### config.mk
export PLATFORM = sky130hd
export DESIGN_NAME = multicycle_controller
export DESIGN_NICKNAME = d
export VERILOG_FILES = /design/src/rtl/multicycle_controller.sv
export SDC_FILE = /design/constraint.sdc
export NUM_CORES = 1
export LEC_CHECK = 0
export ABC_AREA = 1
export ABC_CLOCK_PERIOD_IN_PS = 2300
export CAP_MARGIN = 20
export CELL_PAD_IN_SITES_DETAIL_PLACEMENT = 0
export CELL_PAD_IN_SITES_GLOBAL_PLACEMENT = 2
export CORE_MARGIN = 2
export CORE_UTILIZATION = 17
export CTS_CLUSTER_SIZE = 10
export DETAILED_ROUTE_END_ITERATION = 8
export PLACE_DENSITY = 0.91
export SLEW_MARGIN = 10
export SYNTH_ARGS = -nofsm -noshare
export SYNTH_HDL_FRONTEND = slang
export SYNTH_SLANG_ARGS = --single-unit
### constraint.sdc
create_clock -name clk -period 2.3 [get_ports clk]
set_input_delay 0.46 -clock clk [delete_from_list [all_inputs] [get_ports clk]]
set_output_delay 0.46 -clock clk [all_outputs]
set_load 0.05 [all_outputs]
### src/rtl/multicycle_controller.sv
// Main control FSM for the multicycle RISC-V datapath: sequences each instruction
// through fetch/decode/execute/writeback and drives datapath selects and enables.
module multicycle_controller (
   input  logic       clk,
   input  logic       reset,
   input  logic [6:0] op,
   input  logic [2:0] funct3,
   input  logic       zero,
   input  logic       mem_ready,
   output logic       mem_req,
   output logic       adr_src,
   output logic       ir_write,
   output logic       pc_write,
   output logic       reg_write,
   output logic       mem_write,
   output logic [1:0] alu_src_a,
   output logic [1:0] alu_src_b,
   output logic [1:0] result_src,
   output logic [1:0] alu_op,
   output logic       instr_done,
   output logic       halt,
   output logic [3:0] state
);

   localparam int unsigned STATE_W = 4;
   localparam int unsigned OP_W    = 7;

   localparam logic [OP_W-1:0] OP_LOAD   = OP_W'(3);
   localparam logic [OP_W-1:0] OP_STORE  = OP_W'(35);
   localparam logic [OP_W-1:0] OP_RTYPE  = OP_W'(51);
   localparam logic [OP_W-1:0] OP_ITYPE  = OP_W'(19);
   localparam logic [OP_W-1:0] OP_JAL    = OP_W'(111);
   localparam logic [OP_W-1:0] OP_JALR   = OP_W'(103);
   localparam logic [OP_W-1:0] OP_BRANCH = OP_W'(99);

   typedef enum logic [STATE_W-1:0] {
      S_FETCH    = 4'd0,
      S_DECODE   = 4'd1,
      S_MEMADR   = 4'd2,
      S_MEMREAD  = 4'd3,
      S_MEMWB    = 4'd4,
      S_MEMWRITE = 4'd5,
      S_EXECR    = 4'd6,
      S_ALUWB    = 4'd7,
      S_EXECI    = 4'd8,
      S_JAL      = 4'd9,
      S_BRANCH   = 4'd10,
      S_JALR_ADR = 4'd11,
      S_JALR_JMP = 4'd12,
      S_HALT     = 4'd15
   } state_t;

   state_t state_q, state_d;

   always_ff @(posedge clk) begin
      if (reset) state_q <= S_FETCH;
      else       state_q <= state_d;
   end

   assign state = STATE_W'(state_q);

   always_comb begin
      state_d    = state_q;
      mem_req    = 1'b0;
      adr_src    = 1'b0;
      ir_write   = 1'b0;
      pc_write   = 1'b0;
      reg_write  = 1'b0;
      mem_write  = 1'b0;
      alu_src_a  = 2'b00;
      alu_src_b  = 2'b00;
      result_src = 2'b00;
      alu_op     = 2'b00;
      instr_done = 1'b0;
      halt       = 1'b0;

      case (state_q)
         S_FETCH: begin
            mem_req    = 1'b1;
            alu_src_b  = 2'b10;
            result_src = 2'b10;
            ir_write   = mem_ready;
            pc_write   = mem_ready;
            if (mem_ready) state_d = S_DECODE;
         end
         S_DECODE: begin
            alu_src_a = 2'b01;
            alu_src_b = 2'b01;
            case (op)
               OP_LOAD, OP_STORE: state_d = S_MEMADR;
               OP_RTYPE:          state_d = S_EXECR;
               OP_ITYPE:          state_d = S_EXECI;
               OP_JAL:            state_d = S_JAL;
               OP_JALR:           state_d = S_JALR_ADR;
               OP_BRANCH:         state_d = (funct3 == 3'b000 || funct3 == 3'b001) ? S_BRANCH : S_HALT;
               default:           state_d = S_HALT;
            endcase
         end
         S_MEMADR, S_JALR_ADR: begin
            alu_src_a = 2'b10;
            alu_src_b = 2'b01;
            if (state_q == S_JALR_ADR) state_d = S_JALR_JMP;
            else                       state_d = (op == OP_LOAD) ? S_MEMREAD : S_MEMWRITE;
         end
         S_MEMREAD: begin
            mem_req = 1'b1;
            adr_src = 1'b1;
            if (mem_ready) state_d = S_MEMWB;
         end
         S_MEMWB: begin
            result_src = 2'b01;
            reg_write  = 1'b1;
            instr_done = 1'b1;
            state_d    = S_FETCH;
         end
         S_MEMWRITE: begin
            mem_req    = 1'b1;
            adr_src    = 1'b1;
            mem_write  = 1'b1;
            instr_done = mem_ready;
            if (mem_ready) state_d = S_FETCH;
         end
         S_EXECR, S_EXECI: begin
            alu_src_a = 2'b10;
            alu_src_b = (state_q == S_EXECI) ? 2'b01 : 2'b00;
            alu_op    = 2'b10;
            state_d   = S_ALUWB;
         end
         S_ALUWB: begin
            reg_write  = 1'b1;
            instr_done = 1'b1;
            state_d    = S_FETCH;
         end
         // Jump target already sits in ALUOut; the ALU forms the link value oldPC+4.
         S_JAL, S_JALR_JMP: begin
            alu_src_a = 2'b01;
            alu_src_b = 2'b10;
            pc_write  = 1'b1;
            state_d   = S_ALUWB;
         end
         S_BRANCH: begin
            alu_src_a  = 2'b10;
            alu_op     = 2'b01;
            instr_done = 1'b1;
            pc_write   = (funct3 == 3'b000) ? zero : ((funct3 == 3'b001) ? ~zero : 1'b0);
            state_d    = S_FETCH;
         end
         S_HALT: begin
            halt = 1'b1;
         end
         default: state_d = S_HALT;
      endcase

      // Reset masks every side effect in the cycle it is asserted.
      if (reset) begin
         mem_req   = 1'b0;
         ir_write  = 1'b0;
         pc_write  = 1'b0;
         reg_write = 1'b0;
         mem_write = 1'b0;
      end
   end

endmodule

Word-level counts from Yosys, hierarchy flattened
Cells that the tools add are included.
{ "word_totals": {"output_inout_bits": 20, "input_bits": 14, "elab_cells": 72, "regBits": 4} }
{ "classes": {"n_bitwise": 2, "eq_ne": 24, "reduce_logical": 17, "mux": 28} }
{ "ops": {"columns": ["operator", "count"], "rows": [
  ["$pmux 4 s8", 1],
  ["$eq 4x4->1 const B", 6],
  ["$pmux 4 s6", 1],
  ["$eq 7x7->1 const B", 3],
  ["$eq 4x3->1 const B", 4],
  ["$mux 4", 4],
  ["$reduce_or 3->1", 5],
  ["$eq 7x6->1 const B", 2],
  ["$mux 1", 14],
  ["$pmux 2 s2", 3],
  ["$reduce_or 2->1", 6],
  ["$eq 4x2->1 const B", 2],
  ["$eq 7x2->1 const B", 1],
  ["$eq 7x5->1 const B", 1],
  ["$mux 3", 2],
  ["$ne 2x2->1 const B", 3],
  ["$pmux 2 s3", 1],
  ["$reduce_or 5->1", 1],
  ["$eq 4x1->1 const B", 1],
  ["$logic_not 4->1", 1],
  ["$reduce_and 4->1", 1],
  ["$reduce_or 4->1", 1],
  ["$eq 3x1->1 const B", 1],
  ["$logic_not 3->1", 1],
  ["other kinds (4)", 5]
]} }

Depth between registers and ports, before layout
{ "logic_depth": {"depth_word": 5, "depth_mapped": 9, "ltp_nobuf": 9} }

Worst setup path before layout
No wires, ideal clock.
{ "synth_path": {"kind": "flip-flop to output port", "from": "register state_q[3], in the netlist state[3]", "to": "output port pc_write", "path_slack_ns": -0.898, "required_time_ns": 1.840, "stages_incl_launch_ff": 7, "path_buffers": 0, "arrival_time_ns": 2.738, "path_cell_list": "dfxtp_1 -> inv_1 -> nor2_1 -> inv_1 -> nor2_1 -> nand4_1 -> a31oi_1"} }
{ "synth_via": {"elab_chain_len": 4, "word_cells_on_any_way": 7, "cone_classes": "eq/ne (3); mux (2); reduce/logical (2)"} }
{ "synth_rtl": {"columns": ["item", "line", "rtl"], "rows": [
  ["start: declaration", "53", "state_t state_q, state_d;"],
  ["start signal: assignment", "57", "else state_q <= state_d;"],
  ["$eq 4x4->1", "77", "case (state_q)"],
  ["$reduce_or 2->1", null, null],
  ["$pmux 1 s3 *", "77", null],
  ["$mux 1 *", "155", "if (reset) begin"],
  ["end: declaration", "13", "output logic pc_write,"]
]} }
Every way passes the cells marked *; elsewhere a longest branch is shown, timed or not.

Worst setup path after layout
{ "layout_path": {"from": "register state_q[0], in the netlist state[0]", "to": "output port pc_write"} }
The elaborated chain is that of the path after synthesis.

==> results.ini <==
[floorplanning]
rows = 21
die_h_um = 63.1
core-area_mm2 = 0.00334
dieArea_mm2 = 0.00398
die_w_um = 63.1
num_io_pins = 34
initial_core_util = 0.178

[timing]
max_freq_mhz = 471
fin_skew_ns = 0.00423
tightestPinTransition_ns = 0.494
relSlewSlack = 0.670
setup-tns-final_ns = 0
setup_viol = 0
fin_crit_sh = 0.922
rsz0062_at_grt = no
slew_violations = 0
final_hold_viol_count = 0
period_minus_slack_ns = 2.12

[global_route]
antenna_found_initial = 0
grt.total_usage = 0.102
grt_overflow = 0
first_global_vias = 792
grt_max_degree = 9
grt_pass1_wl_um = 3350

[synth]
synth_top_cells_by_area = nand2_1, inv_1, nor2_1, dfxtp_1, nand3_1
yosysTopAreaCellShare = 0.272
ys_seq_elements = 4
synth_cells = 125
syn_nets = 139
netlist_area_um2 = 593
synth_cell_types = 16
syn_avg_cell_area_um2 = 4.74
yosys_warnings = 0
ys_seq_area_frac = 0.135
yosysTopAreaCell = nand2_1

[setup_path]
crit_family = simple AND/OR/NAND/NOR gates
slowest_delay_ns = 0.40
crit_start = state[0]
reg2reg_to = state[2]
path_cells = inv_1 -> nor2_1 -> nand2_1 -> nand2_1 -> nand2_1 -> a31oi_4 -> buf_12
crit_type = register to output pin
startpoint_type = register
slowest_stage = dfxtp_1
cp_max_fo = 6
cp-end-kind = output pin
r2r_slack_ns = 0.81
critPathMostFrequentCell = nand2_1
r2r_start = state[0]
reg2reg_depth = 7
worstPathArrival_ns = 1.66
required_ns = 1.84
cp.buffers_inverters = 2

[cells_and_area]
synthToLayoutAreaGrowth_pct = 95.1
finalInstanceArea_mm2 = 0.00116
largest_reg_flops = 4
fin_nets = 179
n_antenna_cell = 0
drive_gt1_frac = 0.178

[place]
io_buffers = 33
hpwl_um = 1760
gp_congestion = 0.846
place_area_mm2 = 0.00113

[pwr]
p_per_area_mw_per_mm2 = 1390
p_leak_nw = 0.578
peakVddDrop_mv = 0.351

[run_status]
status = finished, final reports clean

[detailed_routing]
antenna_left = 0
wl_um = 1970
wl_per_cell_um = 9.44
drt-initial-drc-count = 30
vias = 859
detail_route.vias_per_cell = 4.11
drt-pass1-iter-count = 4
route.detailed.drc = 0

[clock_network]
insertion_delay_ns = 0.23
hold_buffers = 0
ctsHtreeMaxLevel = 1
cts_buffer_depth = 2
cts_tree = done
cts_root_buf = clkbuf_4
clkSinkCount = 4
post_cts_resized = 0
cts_setup_buffers = 0
cts_buffers = 3
clkSlewWorstSetupHoldPaths_ns = 0.04

[min_path]
hold_path_class = register to register
whs_endpoint = state[1]
min_from = state[1]
whs_path_depth = 2

[run]
cap_violations = 0

[power breakdown]
part	leakage [nW]	internal, mW	switching (mW)
Clock	0.0138	0.0581	0.0249
Sequential	0.0335	0.0970	0.0426
Combinational	0.530	0.541	0.850
[final cells by class]
type                    instances  area (um2)
repair buffers                 35         443
fillers                       392        2180
clock buffers                   3        22.5
multi-input cells              95         452
inverters                      26         101
well taps                      46        57.6
flip-flops and latches          4        81.3
[cell families after synthesis]
| kind of cell | count (synthesis) | synth area share |
|---|---|---|
| simple gates | 83 | 0.578 |
| buf+inv | 26 | 0.165 |
| compound gates | 11 | 0.108 |
| flops | 4 | 0.135 |
| xor+xnor | 1 | 0.0148 |
[cells in the mapped netlist, drive strengths merged]
library cell	number
nand2	43
inv	26
nor2	24
nand3	10
o21ai	5
dfxtp	4
nand4	3
nor3	3
a21oi	2
a31oi	1
o211ai	1
o221ai	1
o22ai	1
xor2	1
[how the worst max path moves through the flow]
stage / endpoint / slack [ns] / depth (start not counted)
floorplan: result_src[0] / -0.11 / 3
global placement: pc_write / 0.27 / 5
detailed placement: pc_write / 0.27 / 5
CTS: pc_write / 0.15 / 7
global route: pc_write / 0.01 / 7
finish: pc_write / 0.18 / 7
[per-stage QoR]
step	hold slack, ns	power (mW)	setup WS, ns	cells	util
after detailed placement	0.625	1.54	0.265	206	0.340
after global routing	0.707	1.73	0.0116	209	0.347
after CTS	0.635	1.63	0.147	209	0.347
after floorplan	0.645	0.952	-0.107	125	-
final	0.636	1.61	0.179	209	0.347
after global placement	0.626	1.54	0.265	206	0.340
[cell usage in the layout, fill, tap and decap left out, drive strengths merged]
cell type	Yosys	layout
o221ai	1	1
nand3	10	10
o22ai	1	1
nand2	43	43
xor2	1	1
a21oi	2	2
dfxtp	4	4
o21ai	5	5
inv	26	25
a31oi	1	1
nand4	3	3
clkbuf	0	3
nor3	3	3
clkinvlp	0	1
nor2	24	24
o211ai	1	1
clkdlybuf4s50	0	17
buf	0	18
[worst min-delay path, cell delays in order, from the launching register on]
cell     delay, ns
dfxtp_1       0.35
o21ai_0       0.19
nor2_1        0.05
[per-layer routing]
| metal | up-vias | wire (um) | global-route usage |
|---|---|---|---|
| met3 | 0 | 73 | 0.0214 |
| met4 | 0 | 0 | 0.0333 |
| met1 | 382 | 863 | 0.123 |
| met5 | - | 0 | 0 |
| met2 | 16 | 1040 | 0.180 |
| li1 | 461 | - | - |
Note: power is estimated with default switching activity, not from simulation.
==> patch 1 (same flow settings) <==
Change the localparam `OP_W` from 7 to 6.
--- a/src/rtl/multicycle_controller.sv
+++ b/src/rtl/multicycle_controller.sv
@@ -23,7 +23,7 @@
 );
 
    localparam int unsigned STATE_W = 4;
-   localparam int unsigned OP_W    = 7;
+   localparam int unsigned OP_W    = 6;
 
    localparam logic [OP_W-1:0] OP_LOAD   = OP_W'(3);
    localparam logic [OP_W-1:0] OP_STORE  = OP_W'(35);
Behaviour: not the same (a bounded check fails within 4 cycles, from zero or initial values and one cycle with reset high).
==> patch 1 against the original RTL <==
  * Via count up 2.6%
  * First-iteration DRC count fell by 57%
  * Clock power grew 75%
  * Area after synthesis up 9.5%
  * Power increased by 23%
  * Worst setup slack better by 0.016 ns
  * Worst hold slack improved by 0.0089 ns
  * Final area increased by 4.8%
  * Largest cell class unchanged
  * Routed wire length rose by 9.4%
  * Cell count rose by 2.4%
  * Sequential cell count unchanged
==> patch 1: results (changes against the original RTL) <==
metric,value,unit,change
CTS root buf,clkbuf_8,,
vias in the first global route,826,,+4.3%
first-pass GRT wire length,3.59,mm,+7.2%
Port Buf Inserts,33,,unchanged
Synth warnings,0,,unchanged
Netlist cell types,21,,+5
syn_nets,144,,+3.6%
pre-CTS setup slack,0.261,ns,-0.00405 ns
fin nets,182,,+1.7%
"Async S/R FF share, synth",0,%,unchanged
Crit Path Max Fanout,7,,+1
"non-filler cells, final",214,,+2.4%
DPL Wire Length,1.85,mm,+5.4%
Final ANT Viol Nets,0,,unchanged
RePlAce Congestion,0.785,,-7.2%
gate count of the mapped netlist,130,,+4.0%
Clock Pin Slew Worst Setup and Hold Paths,0.03,ns,
initial antenna violation count,0,,unchanged
max FFs per register,4,,unchanged
"slowest stage cell, crit path",dfxtp_1,,
Hold Path Class,flip-flop to flip-flop,,
top post-synthesis cells by count,"nand2_1, nor2_1, inv_1, nand3_1, inv_2",,
clock latency on the worst-skew pair,0.21,ns,-0.02 ns
arrival time worst endpoint,1.65,ns,
sequential share of the synthesized area,12.3,%,-1.2 points
Starting DRT DRC Count,13,,-57%
Max clock buf depth,2,,unchanged
leakage,0.000606,µW,+4.9%
Adder-Cell Fraction of Synth Area,0,%,unchanged
outcome,finished clean,,
"CP delay by family, top",simple AND/OR/NAND/NOR gates,,
number of CTS-inserted buffers,3,,unchanged
layout cell share with drive strength beyond 1,25.9,%,+8.1 points
complex-gate fraction of the synthesized area,12.9,%,+2.1 points
crit-path max cell delay,0.40,ns,about the same
Peak VDD IR,0.652,mV,+86%
GRT Total Usage,10.6,%,+0.32 points
post-synthesis xor/xnor area fraction,0,%,-1.5 points
total setup buffers inserted after CTS,0,,unchanged
largest net degree at the start of global routing,8,,-1
n_diodes,0,,unchanged
Synth Flop Type,dfxtp_1,,
Fin Clk Skew,0.00469,ns,+0.000459 ns
Worst-Margin Slew,0.497,ns,+0.00332 ns
Post-CTS Resized,0,,unchanged
Final setup viols,0,,unchanged
H-tree depth,1,,unchanged
WL final,2.16,mm,+9.4%
DR pass1 iterations,4,,unchanged
via count,881,,+2.6%
synth top area cells,"nand2_1, nor2_1, dfxtp_1, inv_1, nand3_1",,
mux cell area share after synthesis,0,%,unchanged
patch 1: cell types whose count changed in the layout (fill, tap and decap cells not counted), sizes merged, moves of 2 or more:
cell   change
buf        -2
nand3      +3
nor2       +5
nor3       -2
patch 1: worst paths after layout:
path / startpoint / endpoint / slack [ns] / cells after the start
setup / recovery: state[3] / pc_write / 0.19 / 6
hold / removal: state[1] / state[1] / 0.64 / 2
setup reg to reg: state[2] / state[2] / 0.90 / 7
hold reg to reg: state[1] / state[1] / 0.64 / 2
patch 1: power breakdown:
group | total (µW) | internal, µW | switching (µW)
Sequential | 161 | 100 | 60.5
Clock | 145 | 111 | 33.5
Combinational | 1680 | 636 | 1040
Total | 1980 | 848 | 1130
patch 1: cell type report:
class / count / area, µm²
Clock buffer: 3 / 41.3
Multi-Input combinational cell: 100 / 505
Fill cell: 398 / 2450
Inverter: 26 / 97.6
Timing Repair Buffer: 33 / 428
Tap cell: 48 / 60.1
Sequential cell: 4 / 80.1
patch 1: logic make-up (layout without fill, tap and decap cells):
logic type	after synthesis	count (layout)
compound gates	12	12
simple gates	88	88
flops	4	4
buf+inv	26	62
patch 1: metrics by stage:
stage,hold slack (ns),TNS (ns),instance area (µm²)
final,0.645,0,1210
after detailed placement,0.643,0,1170
after floorplan,0.642,-0.105,683
after CTS,0.648,0,1210
after global placement,0.634,0,1170
after global routing,0.716,0,1210
patch 1: metal layers:
layer | part of all wire [%] | track usage, % | vias up
met5 | 0 | 0 | -
li1 | - | - | 478
met1 | 50 | 14.1 | 389
met2 | 46 | 17.2 | 12
met3 | 3.3 | 1.87 | 2
met4 | 0.51 | 3.13 | 0
patch 1: worst reg2reg max path: cells and delay by family, from the launching register on:
kind	cells	cell delay [ns]
buf+inv	1	0.08
flops	1	0.50
compound gates	2	0.21
simple gates	4	0.49
==> patch 2 (same flow settings) <==
Without the edit above. Make the reset (`reset`) asynchronous in one clocked block.
--- a/src/rtl/multicycle_controller.sv
+++ b/src/rtl/multicycle_controller.sv
@@ -52,7 +52,7 @@
 
    state_t state_q, state_d;
 
-   always_ff @(posedge clk) begin
+   always_ff @(posedge clk or posedge reset) begin
       if (reset) state_q <= S_FETCH;
       else       state_q <= state_d;
    end
Check against the original RTL: differs if reset is asserted again (counterexample within 4 cycles, from zero or initial values and one cycle with reset high); with reset held inactive, the same outputs for 10 cycles.
==> patch 2 against the original RTL <==
  * Routed wire length fell by 0.46%
  * Critical endpoint unchanged
  * Worst setup slack got worse by 0.032 ns
  * Final area rose by 1.6%
  * Sequential cell count did not move
  * Utilization fell by 2.1 points
  * Count of clock-buffer cells in the layout did not move
  * Highest routed layer unchanged
  * Area after synthesis rose by 6.3%
Power is left out: it rests on default switching activity, and per cell area and clock period it moved more than threefold.
==> patch 2: results (changes against the original RTL) <==
metric,value,unit,change
Synth Flop Type,dfrtp_1,,
first-pass GRT wire length,3.42,mm,+2.3%
largest net degree at the start of global routing,8,,-1
Max transition margin,65.5,%,-1.5 points
pre-CTS setup slack,0.114,ns,-0.151 ns
"Async S/R FF share, synth",100,%,+100 points
M1 GR Usage,12.5,%,+0.15 points
Starting DRT DRC Count,19,,-37%
fin nets,177,,-1.1%
CTS root buf,clkbuf_8,,
sequential share of the synthesized area,15.9,%,+2.4 points
layout cell share with drive strength beyond 1,26.1,%,+8.3 points
DPL Wire Length,1.77,mm,+0.56%
Crit Path Max Fanout,7,,+1
routed len/inst,9.39,µm,-0.46%
syn_nets,138,,-0.72%
Fillers,393,,+0.26%
Placed Cells,206,,unchanged
arrival time worst endpoint,1.69,ns,+0.03 ns
Netlist cell types,20,,+4
Global Route met2 Usage,17.4,%,-0.56 points
GRT Total Usage,10.1,%,-0.098 points
synth top area cells,"nand2_1, dfrtp_1, nor2_1, inv_1, nand3_1",,
top post-synthesis cells by count,"nand2_1, nor2_1, inv_1, nand3_1, inv_2",,
Fin Clk Skew,0.000563,ns,-0.00367 ns
via count,829,,-3.5%
clock latency on the worst-skew pair,0.21,ns,-0.02 ns
WL final,1.96,mm,-0.46%
vias in the first global route,835,,+5.4%
gate count of the mapped netlist,124,,-0.80%
outcome,finished clean,,
## patch 2: area by class of cell
class / instances / area, µm² / area share, %
clock buffer: 3 / 41.3 / 3.51
tap: 48 / 60.1 / 5.11
multi-input combinational: 96 / 468 / 39.8
inverter: 24 / 93.8 / 7.98
sequential: 4 / 103 / 8.72
timing repair buffer: 34 / 410 / 34.9
## patch 2: critical path: stages (launching register included)
cell,delay [ns]
dfrtp_1,0.47
nor2_2,0.25
nand2_1,0.16
clkinvlp_4,0.11
nand2_1,0.12
a31oi_4,0.23
buf_12,0.16
## patch 2: path summary, 6_finish.rpt
path,start,to,slack [ns],depth (start not counted)
hold reg to reg,state[0],state[0],0.65,3
setup reg to reg,state[3],state[1],0.93,7
max in group asynchronous,reset,state[0],1.42,3
hold / removal,state[0],state[0],0.65,3
setup / recovery,state[3],pc_write,0.15,6
min in group asynchronous,reset,state[3],0.77,3
## patch 2: stage by stage
step	hold WS [ns]	util [%]
floorplan	0.234	-
global placement	0.658	31.5
global route	0.702	32.6
CTS	0.662	32.6
finish	0.648	32.6
detailed placement	0.656	31.5
## patch 2: kinds of logic after synthesis
kind of cell | count (synthesis) | synth area share [%]
flip-flops | 4 | 15.9
AO/OA/AOI/OAI | 11 | 10.3
AND/OR/NAND/NOR | 85 | 59.5
buffers and inverters | 24 | 14.3
## patch 2: layer usage
layer / part of all wire [%] / vias up / wire length (µm)
met5: 0 / - / 0
met4: 0 / 0 / 0
met3: 6.9 / 0 / 136
met2: 48 / 14 / 947
met1: 45 / 357 / 879
li1: - / 458 / -
